## config.mk

```make
export PLATFORM = sky130hd
export DESIGN_NAME = gt_vector_counter
export DESIGN_NICKNAME = d
export VERILOG_FILES = /design/src/rtl/gt_sweep_checker_pkg.sv /design/src/rtl/gt_vector_counter.sv
export SDC_FILE = /design/constraint.sdc
export NUM_CORES = 1
export LEC_CHECK = 0
export CAP_MARGIN = 20
export CORE_AREA = 2 2 39 41
export DETAILED_ROUTE_END_ITERATION = 6
export DIE_AREA = 0 0 41 43
export DONT_BUFFER_PORTS = 1
export PLACE_DENSITY = 0.49
export SLEW_MARGIN = 20
export SYNTH_ARGS = -nofsm -noshare
export SYNTH_HDL_FRONTEND = slang
export SYNTH_SLANG_ARGS = --single-unit
```

## constraint.sdc

```tcl
create_clock -name clk -period 2.69 [get_ports clk]
set_input_delay 0.807 -clock clk [delete_from_list [all_inputs] [get_ports clk]]
set_output_delay 0.807 -clock clk [all_outputs]
set_load 0.01 [all_outputs]
```

## src/rtl/gt_sweep_checker_pkg.sv

```systemverilog
// Shared types and defaults for the greater-than comparator sweep checker.
package gt_sweep_checker_pkg;

    localparam int GT_WIDTH_DEFAULT = 4;

    typedef enum logic [1:0] {
        ST_IDLE   = 2'd0,
        ST_DRIVE  = 2'd1,
        ST_SAMPLE = 2'd2,
        ST_DONE   = 2'd3
    } sweep_state_t;

endpackage

```

## src/rtl/gt_vector_counter.sv

```systemverilog
// Test-vector counter: {a,b} packed as one 2*WIDTH-bit index, b in the low half.
module gt_vector_counter
    import gt_sweep_checker_pkg::*;
#(
    parameter int WIDTH = GT_WIDTH_DEFAULT
) (
    input  logic                 clk,
    input  logic                 n_rst,
    input  logic                 clr,
    input  logic                 en,
    output logic [2*WIDTH-1:0]   vec,
    output logic                 last
);

    always_ff @(posedge clk or negedge n_rst) begin
        if (!n_rst) begin
            vec <= '0;
        end else if (clr) begin
            vec <= '0;
        end else if (en) begin
            vec <= vec + (2*WIDTH)'(1);
        end
    end

    // All-ones index is (max,max); the controller stops there so the count never wraps.
    assign last = &vec;

endmodule

```

==> results of run 1 <==
worst min path at each step:
stage               slack [ns]  depth (start not counted)      to
detailed placement        0.51                          0  vec[2]
finish                    0.24                          0  vec[2]
global placement          0.51                          0  vec[7]
floorplan                 0.51                          0  vec[0]
global route              0.22                          0  vec[2]
CTS                       0.23                          0  vec[2]
through the flow:
stage	power (mW)	hold slack [ns]
2_1_floorplan	0.143	0.511
3_3_place_gp	0.140	0.512
3_5_place_dp	0.141	0.512
4_1_cts	0.236	0.233
5_1_grt	0.247	0.219
6_report	0.232	0.241
where the power goes:
part / switching [mW] / total [mW] / internal [mW] / leakage [nW]
Combinational: 0.00336 / 0.00793 / 0.00457 / 0.0569
Clock: 0.0423 / 0.0934 / 0.0512 / 0.0138
Sequential: 0.00740 / 0.131 / 0.124 / 0.110
cell type report:
cell class / instances / area, µm²
sequential: 8 / 200
tap: 16 / 20.0
fill: 146 / 956
clock buffer: 3 / 22.5
multi-input combinational: 29 / 185
Yosys cell counts, drive strengths merged:
cell type	number	area (µm²)
xnor2	1	8.76
dfrtp	8	200
xor2	3	26.3
or3	3	18.8
mux2i	1	10.0
ha	1	12.5
o21ai	3	15.0
nand2	2	7.51
nand4	3	33.8
nand3	3	15.0
nor2	6	22.5
buf	2	11.3
a21oi	3	15.0
per-layer routing:
metal,share of wire (%),routed length (µm),vias to the layer above
li1,-,-,139
met1,35,277,143
met2,48,378,14
met3,13,101,5
met4,4.2,33,0
met5,0,0,-
kinds of logic after synthesis:
| kind of cell | synth area share (%) |
|---|---|
| AND/OR/NAND/NOR | 24.6 |
| flip-flops | 50.5 |
| AO/OA/AOI/OAI | 7.57 |
| XOR/XNOR | 8.83 |
| buffers and inverters | 2.84 |
| multiplexers | 2.52 |
| adder cells (fa/ha/maj) | 3.15 |
worst reg2reg max path: cells and delay by family, from the launching register on:
family | cells | cell delay [ns]
DFF | 1 | 0.49
AOI/OAI and AO/OA | 1 | 0.16
and+or+nand+nor | 2 | 0.43
adders and majority gates | 1 | 0.27
==> key figures, run 1 <==
Clock network
  – Clk slew on worst S/H paths: 0.06 ns
  – Root Buffer: clkbuf_4
  – Setup bufs post-CTS: 0
  – Clock sink count: 8
  – Maximum root-to-sink buffer count: 2
  – Post-CTS Hold Buffers: 0
  – Number of cells upsized or downsized after cts: 0
  – CTS Buf Count: 3
  – H-tree levels: 1
  – Worst-Skew Late Latency: 0.26 ns
  – TritonCTS clock tree: built

Setup path
  – Crit path capture type: output port
  – Buffers and inverters on the worst path: 0
  – Worst Path Class, Setup: reg -> out
  – Max Fanout on Critical Path: 4
  – Critical Path, Cell by Cell: ha_1 -> nand3_1 -> nor2_1
  – Critical Path RT: 1.88 ns
  – Critical Path Sink: last
  – Crit path max-delay family: flip-flops
  – Cell at the slowest stage of the critical path: dfrtp_1
  – Reg-to-reg startpoint: vec[0]
  – Worst EP arrival: 1.30 ns
  – FF-to-FF path depth: 4
  – R2R Setup Slk: 1.27 ns
  – CP startpoint: vec[0]
  – WP depth: 3
  – RR Endpoint: vec[6]
  – Worst path max stage delay: 0.49 ns
  – Startpoint types: register

Global route
  – Initial antenna violation count: 0
  – Total grt overflow: 0
  – GRT met3 Usage: 7.33%
  – Largest net degree at the start of global routing: 9
  – Most Crowded Layer GR: met2
  – Met1 usage: 11.4%
  – First-pass GRT wire length: 1250 µm
  – Met2 Track Usage GR: 15.6%
  – Vias in the first global route: 307
  – Gr usage total: 11.5%

Floorplanning
  – Chip Width: 41 µm
  – DIE HEIGHT: 43 µm
  – # IOs: 13
  – Initial Util: 28.7%
  – Core Region: 0.00138 mm²
  – Die area: 0.00176 mm²
  – Row count: 14

Logic synthesis
  – Avg Synthesized Cell Area: 10.2 µm²
  – Yosys reg bits: 8
  – Post-synthesis cell type count: 16
  – Post-synthesis sequential area ratio: 50.5%
  – Total number of yosys warnings: 0
  – Gate Count Post-Synth: 39
  – Post-Syn Area: 397 µm²
  – Syn_nets: 44

STA
  – Min Tclk post-route: 2.11 ns
  – Fmax: 474 MHz
  – Tcrit/Tclk final: 78.4%
  – Worst-margin pin slew: 0.311 ns
  – Setup slack after layout: 0.581 ns
  – Hold violation count in the final report: 0
  – Setup TNS: 0 ns
  – RSZ-0062 raised after global routing: false
  – Final setup vio count: 0
  – Fin. max-slew vios: 0
  – Slew margin rel.: 79.3%
  – Final Skew: 0.00283 ns

Status
  – Status: complete, no violations

Run
  – Maxcap violations: 0

Cells and area
  – Final instance area: 428 µm²
  – Top Registers: vec: 8 flops
  – Antenna cells: 0
  – Reg with most FFs: vec
  – Area grow syn2layout: 7.89%
  – Max reg flops: 8
  – Share of post-route cells with drive strength above 1: 10.0%
  – Leading cell type in the layout, fill and taps excluded: dfrtp_1
  – Nets: 47
  – Final Core Density: 30.9%
  – Finished Layout Cells: 56
  – Most frequent cells in the layout: 8 x dfrtp_1, 6 x nor2_1

Routing
  – Routed wire length: 790 µm
  – Drt via density: 5.38
  – Via count: 301
  – Detailed router's first-iteration violation count: 5
  – DRT Pass-1 Iters: 4
  – Drt wl/cell: 14.1 µm
  – DRC viols: 0
  – Number of routed nets with antenna violations: 0

Power
  – Maximum vdd ir drop: 0.000194 V
  – LEAKAGE: 0.181 nW
  – Pwr/cell area: 543 mW/mm²

Placement
  – I/O Buffers: 0
  – Pre-CTS setup slack: 0.843 ns
  – Post-DP HPWL: 595 µm
  – Placer Congestion: 0.669
  – DP Area: 405 µm²
  – Placed Instances: 53

Worst hold path
  – HP Class: in -> async
Note: power is estimated with default switching activity, not from simulation.
==> run 2: changes to the inputs <==
--- a/config.mk
+++ b/config.mk
@@ -10,7 +10,7 @@
 export DETAILED_ROUTE_END_ITERATION = 6
 export DIE_AREA = 0 0 41 43
 export DONT_BUFFER_PORTS = 1
-export PLACE_DENSITY = 0.49
+export PLACE_DENSITY = 0.51
 export SLEW_MARGIN = 20
 export SYNTH_ARGS = -nofsm -noshare
 export SYNTH_HDL_FRONTEND = slang
==> constraint.sdc (replaced) <==
create_clock -name clk -period 1.8 [get_ports clk]
set_input_delay 0.54 -clock clk [delete_from_list [all_inputs] [get_ports clk]]
set_output_delay 0.54 -clock clk [all_outputs]
set_load 0.01 [all_outputs]
==> key figures, run 2 (synthesized netlist as in run 1, its figures left out) <==
Cells and area
  – Reg with most FFs: vec
  – Antenna cells: 0
  – Share of post-route cells with drive strength above 1: 15.9%
  – Leading cell type in the layout, fill and taps excluded: dfrtp_1
  – Most frequent cells in the layout: 8 x dfrtp_1, 6 x nor2_1
  – Max reg flops: 8
  – Area grow syn2layout: 16.1%
  – Final instance area: 460 µm²
  – Finished Layout Cells: 60
  – Nets: 51
  – Top Registers: vec: 8 flops
  – Final Core Density: 33.3%

Status
  – Status: complete, no violations

Global route
  – First-pass GRT wire length: 1240 µm
  – Largest net degree at the start of global routing: 9
  – Vias in the first global route: 321
  – Total grt overflow: 0
  – Gr usage total: 10.7%
  – Initial antenna violation count: 0

Routing
  – DRT Pass-1 Iters: 4
  – Via count: 321
  – Detailed router's first-iteration violation count: 2
  – Drt wl/cell: 13.2 µm
  – Number of routed nets with antenna violations: 0
  – Drt via density: 5.35
  – DRC viols: 0
  – Routed wire length: 792 µm

Run
  – Maxcap violations: 0

Clock network
  – H-tree levels: 1
  – TritonCTS clock tree: built
  – Maximum root-to-sink buffer count: 2
  – Worst-Skew Late Latency: 0.25 ns
  – Setup bufs post-CTS: 0
  – Clk slew on worst S/H paths: 0.05 ns
  – CTS Buf Count: 3
  – Clock sink count: 8
  – Root Buffer: clkbuf_4

Worst hold path
  – Hold depth: 1
  – HP Class: in -> reg

Setup path
  – Worst path max stage delay: 0.46 ns
  – Critical Path, Cell by Cell: nand4_1 -> nor2_1
  – Critical Path RT: 1.26 ns
  – Crit path capture type: output port
  – Cell at the slowest stage of the critical path: dfrtp_1
  – Startpoint types: register
  – FF-to-FF path depth: 3
  – Max Fanout on Critical Path: 5
  – Worst EP arrival: 1.12 ns
  – Worst Path Class, Setup: reg -> out

Placement
  – Pre-CTS setup slack: 0.402 ns
  – I/O Buffers: 0
  – Placer Congestion: 0.656
  – DP Area: 428 µm²
  – Post-DP HPWL: 604 µm
  – Placed Instances: 56

Floorplanning
  – Row count: 14
  – Core Region: 0.00138 mm²
  – Die area: 0.00176 mm²
  – DIE HEIGHT: 43 µm
  – Chip Width: 41 µm
  – # IOs: 13
  – Initial Util: 28.7%

STA
  – Fmax: 601 MHz
  – Final setup vio count: 0
  – Tcrit/Tclk final: 92.4%
  – Final Skew: 0.00189 ns
  – Hold WS: 0.352 ns
  – RSZ-0062 raised after global routing: false
  – Worst-margin pin slew: 0.359 ns
  – Slew margin rel.: 76.0%
  – Min Tclk post-route: 1.66 ns
  – Setup slack after layout: 0.136 ns
  – Fin. max-slew vios: 0
  – Setup TNS: 0 ns
  – Hold violation count in the final report: 0

Power
  – Pwr/cell area: 764 mW/mm²
  – LEAKAGE: 0.201 nW
  – Maximum vdd ir drop: 0.000176 V
  – Total power: 0.352 mW
-- run 2: cell count changes in the layout (fill, tap and decap cells not counted) --
cell,previous run,this run
buf_4,0,3
dlygate4sd3_1,0,1
-- run 2: cell type report --
class | count | area [µm²]
tap | 16 | 20.0
timing repair buffer | 4 | 32.5
sequential | 8 | 200
fill | 148 | 923
multi-input combinational | 29 | 185
clock buffer | 3 | 22.5
-- run 2: per-layer routing --
metal | global-route usage (%) | part of all wire (%) | wire (µm)
met1 | 9.87 | 36 | 289
met2 | 17.8 | 57 | 452
met3 | 2.09 | 4.3 | 34
met4 | 10.0 | 1.8 | 14
met5 | 0 | 0 | 0
-- run 2: worst max-delay path: cells and delay by family (launching register included) --
kind | cells | cell delay, ns
AND/OR/NAND/NOR | 2 | 0.42
flip-flops | 1 | 0.46
-- run 2: final timing paths --
kind	startpoint	to	slack [ns]
worst min-delay path	clr	vec[2]	0.35
worst max-delay path	vec[4]	last	0.14
worst max register to register	vec[2]	vec[7]	0.55
worst min register to register	vec[6]	vec[6]	0.63
min in group asynchronous	n_rst	vec[7]	0.64
max in group asynchronous	n_rst	vec[4]	0.90
-- run 2: power breakdown --
group	total (mW)	internal, mW	switching, mW
Combinational	0.0301	0.0137	0.0164
Sequential	0.188	0.185	0.00355
Clock	0.134	0.0761	0.0575
-- run 2: what timing repair did --
action                                 in CTS  in global routing
gates resized for setup                     0                  0
hold buffers                                1                  0
endpoints found under the hold margin       8                  0
==> run 3: changes to the inputs <==
--- a/config.mk
+++ b/config.mk
@@ -11,7 +11,7 @@
 export DIE_AREA = 0 0 41 43
 export DONT_BUFFER_PORTS = 1
 export PLACE_DENSITY = 0.51
-export SLEW_MARGIN = 20
+export SLEW_MARGIN = 15
 export SYNTH_ARGS = -nofsm -noshare
 export SYNTH_HDL_FRONTEND = slang
 export SYNTH_SLANG_ARGS = --single-unit
==> results of run 3 <==
The final DEF is identical to that of run 2; final timing and power are the same.
